## config.mk

```make
export PLATFORM = sky130hd
export DESIGN_NAME = note_seq_controller
export DESIGN_NICKNAME = d
export VERILOG_FILES = /design/src/rtl/note_seq_pkg.sv /design/src/rtl/seq_addr_counter.sv /design/src/rtl/note_seq_controller.sv
export SDC_FILE = /design/constraint.sdc
export NUM_CORES = 1
export LEC_CHECK = 0
export ABC_AREA = 1
export BUFFER_PORTS_ARGS = -buffer_cell sky130_fd_sc_hd__buf_2
export CAP_MARGIN = 25
export CORE_MARGIN = 10
export CORE_UTILIZATION = 45
export CTS_CLUSTER_SIZE = 10
export DETAILED_ROUTE_END_ITERATION = 8
export GPL_ROUTABILITY_DRIVEN = 0
export PLACE_DENSITY = 0.75
export RECOVER_POWER = 50
export SETUP_SLACK_MARGIN = 0.1
export SLEW_MARGIN = 30
export SYNTH_ARGS = -nofsm -noshare
export SYNTH_HDL_FRONTEND = slang
export SYNTH_SLANG_ARGS = --single-unit
export TNS_END_PERCENT = 1
```

## constraint.sdc

```tcl
create_clock -name clk -period 4.7 [get_ports clk]
set_input_delay 0.705 -clock clk [delete_from_list [all_inputs] [get_ports clk]]
set_output_delay 0.705 -clock clk [all_outputs]
set_load 0.02 [all_outputs]
```

## src/rtl/note_seq_pkg.sv

```systemverilog
// Shared definitions for the note sequencer: geometry defaults, state encoding, silent note.
package note_seq_pkg;

    localparam int ADDR_W = 6;
    localparam int DEPTH  = 64;
    localparam int DATA_W = 32;

    localparam logic [DATA_W-1:0] NOTE_SILENT = 32'd0;

    typedef enum logic [2:0] {
        ST_IDLE     = 3'd0,
        ST_REC      = 3'd1,
        ST_REC_WR   = 3'd2,
        ST_PLAY     = 3'd3,
        ST_PLAY_RD  = 3'd4,
        ST_PLAY_OUT = 3'd5
    } seq_state_t;

endpackage

```

## src/rtl/seq_addr_counter.sv

```systemverilog
// RAM address counter: clear, increment, terminal-count compare against a length limit, wrap.
module seq_addr_counter #(
    parameter int ADDR_W = 6
) (
    input  logic              clk,
    input  logic              reset,
    input  logic              clr,
    input  logic              inc,
    input  logic [ADDR_W:0]   limit,
    output logic [ADDR_W-1:0] count,
    output logic              at_last
);

    localparam logic [ADDR_W:0]   LIM_ONE = 1;
    localparam logic [ADDR_W-1:0] STEP    = 1;

    // at_last marks the final word of a sequence of 'limit' words starting at 0
    always_comb at_last = ({1'b0, count} == (limit - LIM_ONE));

    always_ff @(posedge clk or posedge reset) begin
        if (reset)
            count <= '0;
        else if (clr)
            count <= '0;
        else if (inc)
            count <= at_last ? '0 : count + STEP;
    end

endmodule

```

## src/rtl/note_seq_controller.sv

```systemverilog
// Record/playback sequencer owning the single port of the note RAM, one word per tempo tick.
module note_seq_controller
    import note_seq_pkg::*;
#(
    parameter int ADDR_W = note_seq_pkg::ADDR_W,
    parameter int DEPTH  = 2 ** ADDR_W,
    parameter int DATA_W = note_seq_pkg::DATA_W
) (
    input  logic              clk,
    input  logic              reset,
    input  logic              rec_start,
    input  logic              play_start,
    input  logic              stop,
    input  logic              loop_en,
    input  logic              tick,
    input  logic [DATA_W-1:0] note_in,
    output logic [ADDR_W-1:0] ram_addr,
    output logic [DATA_W-1:0] ram_wdata,
    output logic              ram_wren,
    input  logic [DATA_W-1:0] ram_rdata,
    output logic [DATA_W-1:0] note_out,
    output logic              note_valid,
    output logic              busy,
    output logic [ADDR_W:0]   rec_len,
    output logic              overflow,
    output logic [2:0]        state_out
);

    localparam logic [ADDR_W:0] FULL_LEN = {1'b1, {ADDR_W{1'b0}}};
    localparam logic [ADDR_W:0] LEN_ONE  = 1;
    localparam logic [ADDR_W:0] LEN_ZERO = 0;

    seq_state_t        state;
    logic [ADDR_W-1:0] addr;
    logic              at_last;
    logic              cnt_clr;
    logic              cnt_inc;
    logic [ADDR_W:0]   cnt_limit;

    always_comb begin
        cnt_clr   = (state == ST_IDLE) &&
                    (rec_start || (play_start && (rec_len != LEN_ZERO)));
        cnt_inc   = !stop && ((state == ST_REC_WR) || (state == ST_PLAY_OUT));
        cnt_limit = (state == ST_PLAY_OUT) ? rec_len : FULL_LEN;
    end

    seq_addr_counter #(.ADDR_W(ADDR_W)) u_addr_cnt (
        .clk     (clk),
        .reset   (reset),
        .clr     (cnt_clr),
        .inc     (cnt_inc),
        .limit   (cnt_limit),
        .count   (addr),
        .at_last (at_last)
    );

    assign ram_addr  = addr;
    assign state_out = state;

    always_ff @(posedge clk or posedge reset) begin
        if (reset) begin
            state      <= ST_IDLE;
            ram_wdata  <= '0;
            ram_wren   <= 1'b0;
            note_out   <= NOTE_SILENT;
            note_valid <= 1'b0;
            busy       <= 1'b0;
            rec_len    <= '0;
            overflow   <= 1'b0;
        end else begin
            ram_wren   <= 1'b0;
            note_valid <= 1'b0;
            if ((state != ST_IDLE) && stop) begin
                state    <= ST_IDLE;
                busy     <= 1'b0;
                note_out <= NOTE_SILENT;
            end else begin
                case (state)
                    ST_IDLE: begin
                        // the last played note is shown for one cycle before going silent
                        note_out <= NOTE_SILENT;
                        if (rec_start) begin
                            state    <= ST_REC;
                            busy     <= 1'b1;
                            rec_len  <= '0;
                            overflow <= 1'b0;
                        end else if (play_start && (rec_len != LEN_ZERO)) begin
                            state <= ST_PLAY;
                            busy  <= 1'b1;
                        end
                    end
                    ST_REC: begin
                        if (tick) begin
                            ram_wdata <= note_in;
                            ram_wren  <= 1'b1;
                            state     <= ST_REC_WR;
                        end
                    end
                    ST_REC_WR: begin
                        rec_len <= {1'b0, addr} + LEN_ONE;
                        if (at_last) begin
                            overflow <= 1'b1;
                            state    <= ST_IDLE;
                            busy     <= 1'b0;
                        end else begin
                            state <= ST_REC;
                        end
                    end
                    ST_PLAY: begin
                        if (tick)
                            state <= ST_PLAY_RD;
                    end
                    ST_PLAY_RD: state <= ST_PLAY_OUT;
                    ST_PLAY_OUT: begin
                        note_out   <= ram_rdata;
                        note_valid <= 1'b1;
                        if (at_last && !loop_en) begin
                            state <= ST_IDLE;
                            busy  <= 1'b0;
                        end else begin
                            state <= ST_PLAY;
                        end
                    end
                    default: begin
                        state <= ST_IDLE;
                        busy  <= 1'b0;
                    end
                endcase
            end
        end
    end

endmodule

```

* Yosys cells after proc, flatten, opt, wreduce, memory -nomap -nowiden
Cells that the tools add are included.
** Cells by class
- Add/sub/neg operators :: 3
- Equality and inequality tests :: 14
- Mux-type cells :: 30
- Bitwise gates (word level) :: 1
- Reductions and logical operators :: 21
** Operator list (number)
- $pmux W32 S2 :: 1
- $mux W32 :: 1
- $mux W6 :: 3
- $pmux W3 S6 :: 1
- $mux W3 :: 5
- $mux W7 :: 2
- $pmux W7 S2 :: 1
- $mux W1 :: 13
- $reduce_and A3 Y1 :: 3
- $reduce_and A4 Y1 :: 2
- $add A6 B1 Y7 const B :: 1
- $eq A6 B7 Y1 :: 1
- $reduce_bool A7 Y1 :: 1
- $sub A7 B1 Y7 const B :: 1
- $add A6 B1 Y6 const B :: 1
- $eq A3 B2 Y1 const B :: 2
- $eq A3 B3 Y1 const B :: 2
- $ne A3 B3 Y1 const B :: 2
- $reduce_bool A3 Y1 :: 2
- $logic_and A1 B1 Y1 :: 5
- $ne A2 B2 Y1 const B :: 2
- $ne A4 B2 Y1 const B :: 1
- $pmux W1 S4 :: 1
- $reduce_bool A2 Y1 :: 2
- 11 further kinds :: 13
** Word-level totals
- Bits in registers :: 84
- Input port bits :: 71
- Output and inout port bits :: 84
- Word-level logic and storage cells :: 78

* Logic depth before layout (Yosys ltp)
- Depth after elaboration :: 8
- Mapped depth :: 17
- Depth with buffers taken out :: 17

* Cells and area by module
From an unflattened synthesis, not the netlist that was laid out.
** Unflattened totals
- Cell total of the unflattened synthesis :: 498
- Area, all modules :: 4046.4 um^2
** By module, submodules not included
- note_seq_controller :: times used 1, cells each 386, area each 3417.0 um^2
- seq_addr_counter :: times used 1, cells each 112, area each 629.4 um^2

* Worst setup path before layout
OpenSTA, ideal clock, no wires.
- Path type :: reg2reg
- Start point :: register state[1] (netlist: state_out[1])
- End point :: register busy
- Library setup time :: 126 ps
- Arrival time :: 2061 ps
- Required time :: 4574 ps
- Setup slack :: 2513 ps
- Stages on the path, launching flop included :: 16
- Period minus slack after synthesis :: 2187 ps
- Cell sequence :: dfrtp_1 inv_4 nand2_4 nor2_8 nand2_1 ha_1 xor2_1 nand2_1 nor2_1 nand3_1 nor2_1 nand3_2 nand3_1 nand3_1 nand2_1 nand2_1
** On the way
- Longest elaborated chain between the ends :: 7
- Elaborated cells on any way between the ends :: 20
- Classes of those cells :: 1 x add/sub; 10 x eq/ne; 3 x mux; 6 x reduce/logical
** Ends and longest elaborated chain
- from (decl) :: line note_seq_controller.sv:33 : seq_state_t state;
- from (signal assigned) :: line note_seq_controller.sv:62 : state <= ST_IDLE;
- from (signal assigned) :: line note_seq_controller.sv:74 : state <= ST_IDLE;
- from (signal assigned) :: line note_seq_controller.sv:83 : state <= ST_REC;
- $eq A3 B3 Y1 :: line note_seq_controller.sv:44, note_seq_controller.sv:78
- $mux W7 :: line note_seq_controller.sv:44 : cnt_limit = (state == ST_PLAY_OUT) ? rec_len : FULL_LEN;
- $sub A7 B1 Y7 :: line seq_addr_counter.sv:18 : always_comb at_last = ({1'b0, count} == (limit - LIM_ONE));
- $eq A6 B7 Y1 :: line seq_addr_counter.sv:18
- $logic_and A1 B1 Y1 :: line note_seq_controller.sv:117 : if (at_last && !loop_en) begin
- $ne A3 B1 Y1 (no line)
- $reduce_and A4 Y1 (no line)
- to (signal assigned) :: line note_seq_controller.sv:104 : busy <= 1'b0;
- to (signal assigned) :: line note_seq_controller.sv:119 : busy <= 1'b0;
- to (signal assigned) :: line note_seq_controller.sv:126 : busy <= 1'b0;
- to (decl) :: line note_seq_controller.sv:23 : output logic busy,
Several ways; a longest one is shown, not always the timed one.
A chain may end at the register's enable or synchronous reset.

* Worst setup path in the final report
- Start point :: register state[2] (netlist: state_out[2])
- End point :: register u_addr_cnt.count[5]
** On the way
- Longest elaborated chain between the ends :: 7
- Elaborated cells on any way between the ends :: 13
- Classes of those cells :: 1 x add/sub; 3 x eq/ne; 4 x mux; 5 x reduce/logical
** Ends and longest elaborated chain
- $eq A3 B3 Y1 :: line note_seq_controller.sv:43, note_seq_controller.sv:44
- $mux W7 :: line note_seq_controller.sv:44
- $sub A7 B1 Y7 :: line seq_addr_counter.sv:18
- $eq A6 B7 Y1 :: line seq_addr_counter.sv:18
- $mux W6 :: line seq_addr_counter.sv:26 : count <= at_last ? '0 : count + STEP;
- $mux W6 :: line seq_addr_counter.sv:25 : else if (inc)
- $mux W6 :: line seq_addr_counter.sv:23 : else if (clr)
- to (signal assigned) :: line seq_addr_counter.sv:26
- to (decl) :: line seq_addr_counter.sv:10 : output logic [ADDR_W-1:0] count,
Several ways; a longest one is shown, not always the timed one. The select of a mux whose other input is x is not followed.

==> results.yml <==
outcome:
  run_status: "finished with violations"
  violations: "capacitance limit, slew limit"
cts:
  htreeDepth: 3
  cts_setup_buffers: 0
  cts_resized: 0
  clk_pin_slew_ns: 0.08
  cts_root_buffer: "clkbuf_8"
  clock_path_buffers: 2
  ctsHoldBuffers: 0
  numCtsBuffers: 9
  insertion_delay_ns: 0.34
  cts_tree: "built"
  clock_sinks: 84
global_route:
  grt_first_pass_wirelength_um: 18100
  grt_max_degree: 55
  antenna_found_initial: 0
  grt_pass1_vias: 3692
  grt_usage_pct: 17.2
  gr-total-overflow: 0
sta:
  period_minus_slack_ns: 2.57
  postLayoutSetupSlackWorst_ns: 2.13
  setup_tns_ns: 0
  max_slew_margin_pct: -58.7
  hold_viol: 0
  fmax_mhz: 390
  fin_hold_ws_ns: 0.476
  worst-slew-pin-transition_ns: 2.37
  finalSetupViolations: 0
  skew_ns: 0.0144
  fin_crit_sh_pct: 54.6
  slew_viol_final: 55
  rsz0062_at_grt: "no"
floorplanning:
  fp.dieH_um: 112
  start_util_pct: 46.5
  core_area_um2: 8260
  rows: 33
  die-area_um2: 12600
  ioPinCount: 155
  die_w_um: 112
setup_path:
  crit_buf_inv: 1
  critPathLaunchType: "register"
  arrival_ns: 2.77
  cpLargestDelayFamily: "simple AND/OR/NAND/NOR gates"
  crit_path_max_incr_delay_ns: 0.73
  cp-end-kind: "register"
  critPathKind: "register to register"
  slowest_stage: "dfrtp_1"
  critical_path.max_fanout: 13
  required_ns: 4.90
  cp_cell_sequence: "inv_2 -> nor2_8 -> nand2_1 -> ha_1 -> xor2_1 -> nand2_1 -> nor2_1 -> nand3_1 -> nor2_1 -> nand3_2 -> o21ai_2 -> o22ai_1"
layout:
  drive_gt1_share_pct: 26.7
  final_area_um2: 4810
  fin_util_pct: 58.3
  antenna_cells: 0
  final_common_cell: "nand2_1"
  layout_common_cells: "nand2_1, buf_2, dfrtp_1"
  fin_nets: 679
  fin_cells: 716
  syn_to_final_growth_pct: 25.3
  n_fill_cell: 797
logic_synthesis:
  syn-num-nets: 526
  ys_warn_count: 0
  syn_inst: 453
  async_flop_share_pct: 100
  yosysSeqAreaShare_pct: 54.7
  syn_area_um2: 3840
  ys_ff_latch: 84
  synth_cell_types: 34
  synth.avg_cell_area_um2: 8.48
  synth_edf_count: 0
  ys.flop_type: "dfrtp_1"
power_and_ir_drop:
  p_sw_share_pct: 44.7
  combPwrFrac_pct: 38.8
  p_leak_nw: 2.57
  p_clk_share_pct: 18.6
  max-vdd-ir-drop_mv: 0.222
  seqPwrFrac_pct: 42.6
  powerDensity_nw_per_um2: 511
  netSwitchingPower_mw: 1.10
  internal_power_mw: 1.36
  power_mw: 2.46
place:
  dpl_cell_area_um2: 4690
  portBuffers: 154
  dp_slack_ns: 2.18
  hpwlAfterDp_um: 8440
  place_inst: 700
routing:
  drtPass1Iterations: 4
  vias: 3501
  drtIter0Drc: 163
  wl_um: 10900
  wl_per_cell_um: 15.3
  ant_nets: 0
  remaining_drc_errors: 0
  routed_via_density: 4.89
job:
  drv_cap: 1
worst_hold_path:
  min_path_type: "register to register"
[cell usage after synthesis (all sizes together) (2+ instances only)]
library cell	number	share of area, %
nand2	169	17
nand4	8	2.0
o22ai	7	1.1
a21oi	2	0.26
clkbuf	4	0.39
nor3	5	1.1
buf	11	1.8
nand3	31	4.6
dfrtp	84	55
o21ai	40	5.3
inv	61	6.0
xor2	4	0.91
nor2	20	3.1
ha	2	0.65
[sequential cells by signal, indices dropped and copies added, names as in the netlist]
register          flops
busy                  1
overflow              1
rec_len               7
ram_wdata            32
ram_wren              1
state_out             3
note_valid            1
u_addr_cnt.count      6
note_out             32
[worst register-to-register path, delay by kind of cell, from the launching register on]
family	cells	cell delay, ns
buf+inv	1	0.17
flops	1	0.73
fa+ha+maj	1	0.28
compound gates	2	0.28
xor+xnor	1	0.19
simple gates	7	0.78
[cells by family (layout without fill, tap and decap cells)]
group / count (synthesis) / after routing / synth area share [%]
fa+ha+maj: 2 / 2 / 0.651
compound gates: 53 / 53 / 7.59
simple gates: 233 / 233 / 27.7
flops: 84 / 84 / 54.7
xor+xnor: 5 / 5 / 1.14
buf+inv: 76 / 234 / 8.18
[path summary, 6_finish.rpt]
check	from	end	cells past startpoint	slack, ns
min in group asynchronous	reset	ram_wren$_DFF_PP0_	2	1.01
hold / removal	ram_wdata[12]$_DFFE_PP0P_	ram_wdata[12]$_DFFE_PP0P_	2	0.48
hold reg to reg	ram_wdata[12]$_DFFE_PP0P_	ram_wdata[12]$_DFFE_PP0P_	2	0.48
setup reg to reg	state_out[2]$_DFFE_PP0P_	u_addr_cnt.count[5]$_DFFE_PP0P_	12	2.13
max in group asynchronous	reset	u_addr_cnt.count[4]$_DFFE_PP0P_	3	2.43
setup / recovery	state_out[2]$_DFFE_PP0P_	u_addr_cnt.count[5]$_DFFE_PP0P_	12	2.13
[layer usage]
metal	vias up	track usage (%)	wire length, µm
li1	1724	-	-
met1	1643	19.7	4410
met2	121	29.5	5610
met3	13	5.32	765
met4	0	6.18	161
met5	-	0	0
[layout make-up]
cell class              count  area, µm²  share of cell area [%]
repair buffers            157        741                    15.4
clock buffers               9        124                    2.57
clock inverters             7       51.3                    1.07
well taps                 105        131                    2.73
inverters                  61        233                    4.84
multi-input cells         293       1430                    29.7
flip-flops and latches     84       2100                    43.7
[power groups by stage]
| stage | combinational [mW] | sequential, mW | clock [mW] |
|---|---|---|---|
| after floorplan | 0.480 | 1.22 | 0 |
| after global placement | 0.964 | 1.05 | 0 |
| after detailed placement | 0.985 | 1.06 | 0 |
| after CTS | 0.988 | 1.04 | 0.471 |
| after global routing | 1.06 | 1.07 | 0.508 |
| final | 0.954 | 1.05 | 0.457 |
No activity file was read; power rests on OpenSTA's default activity.
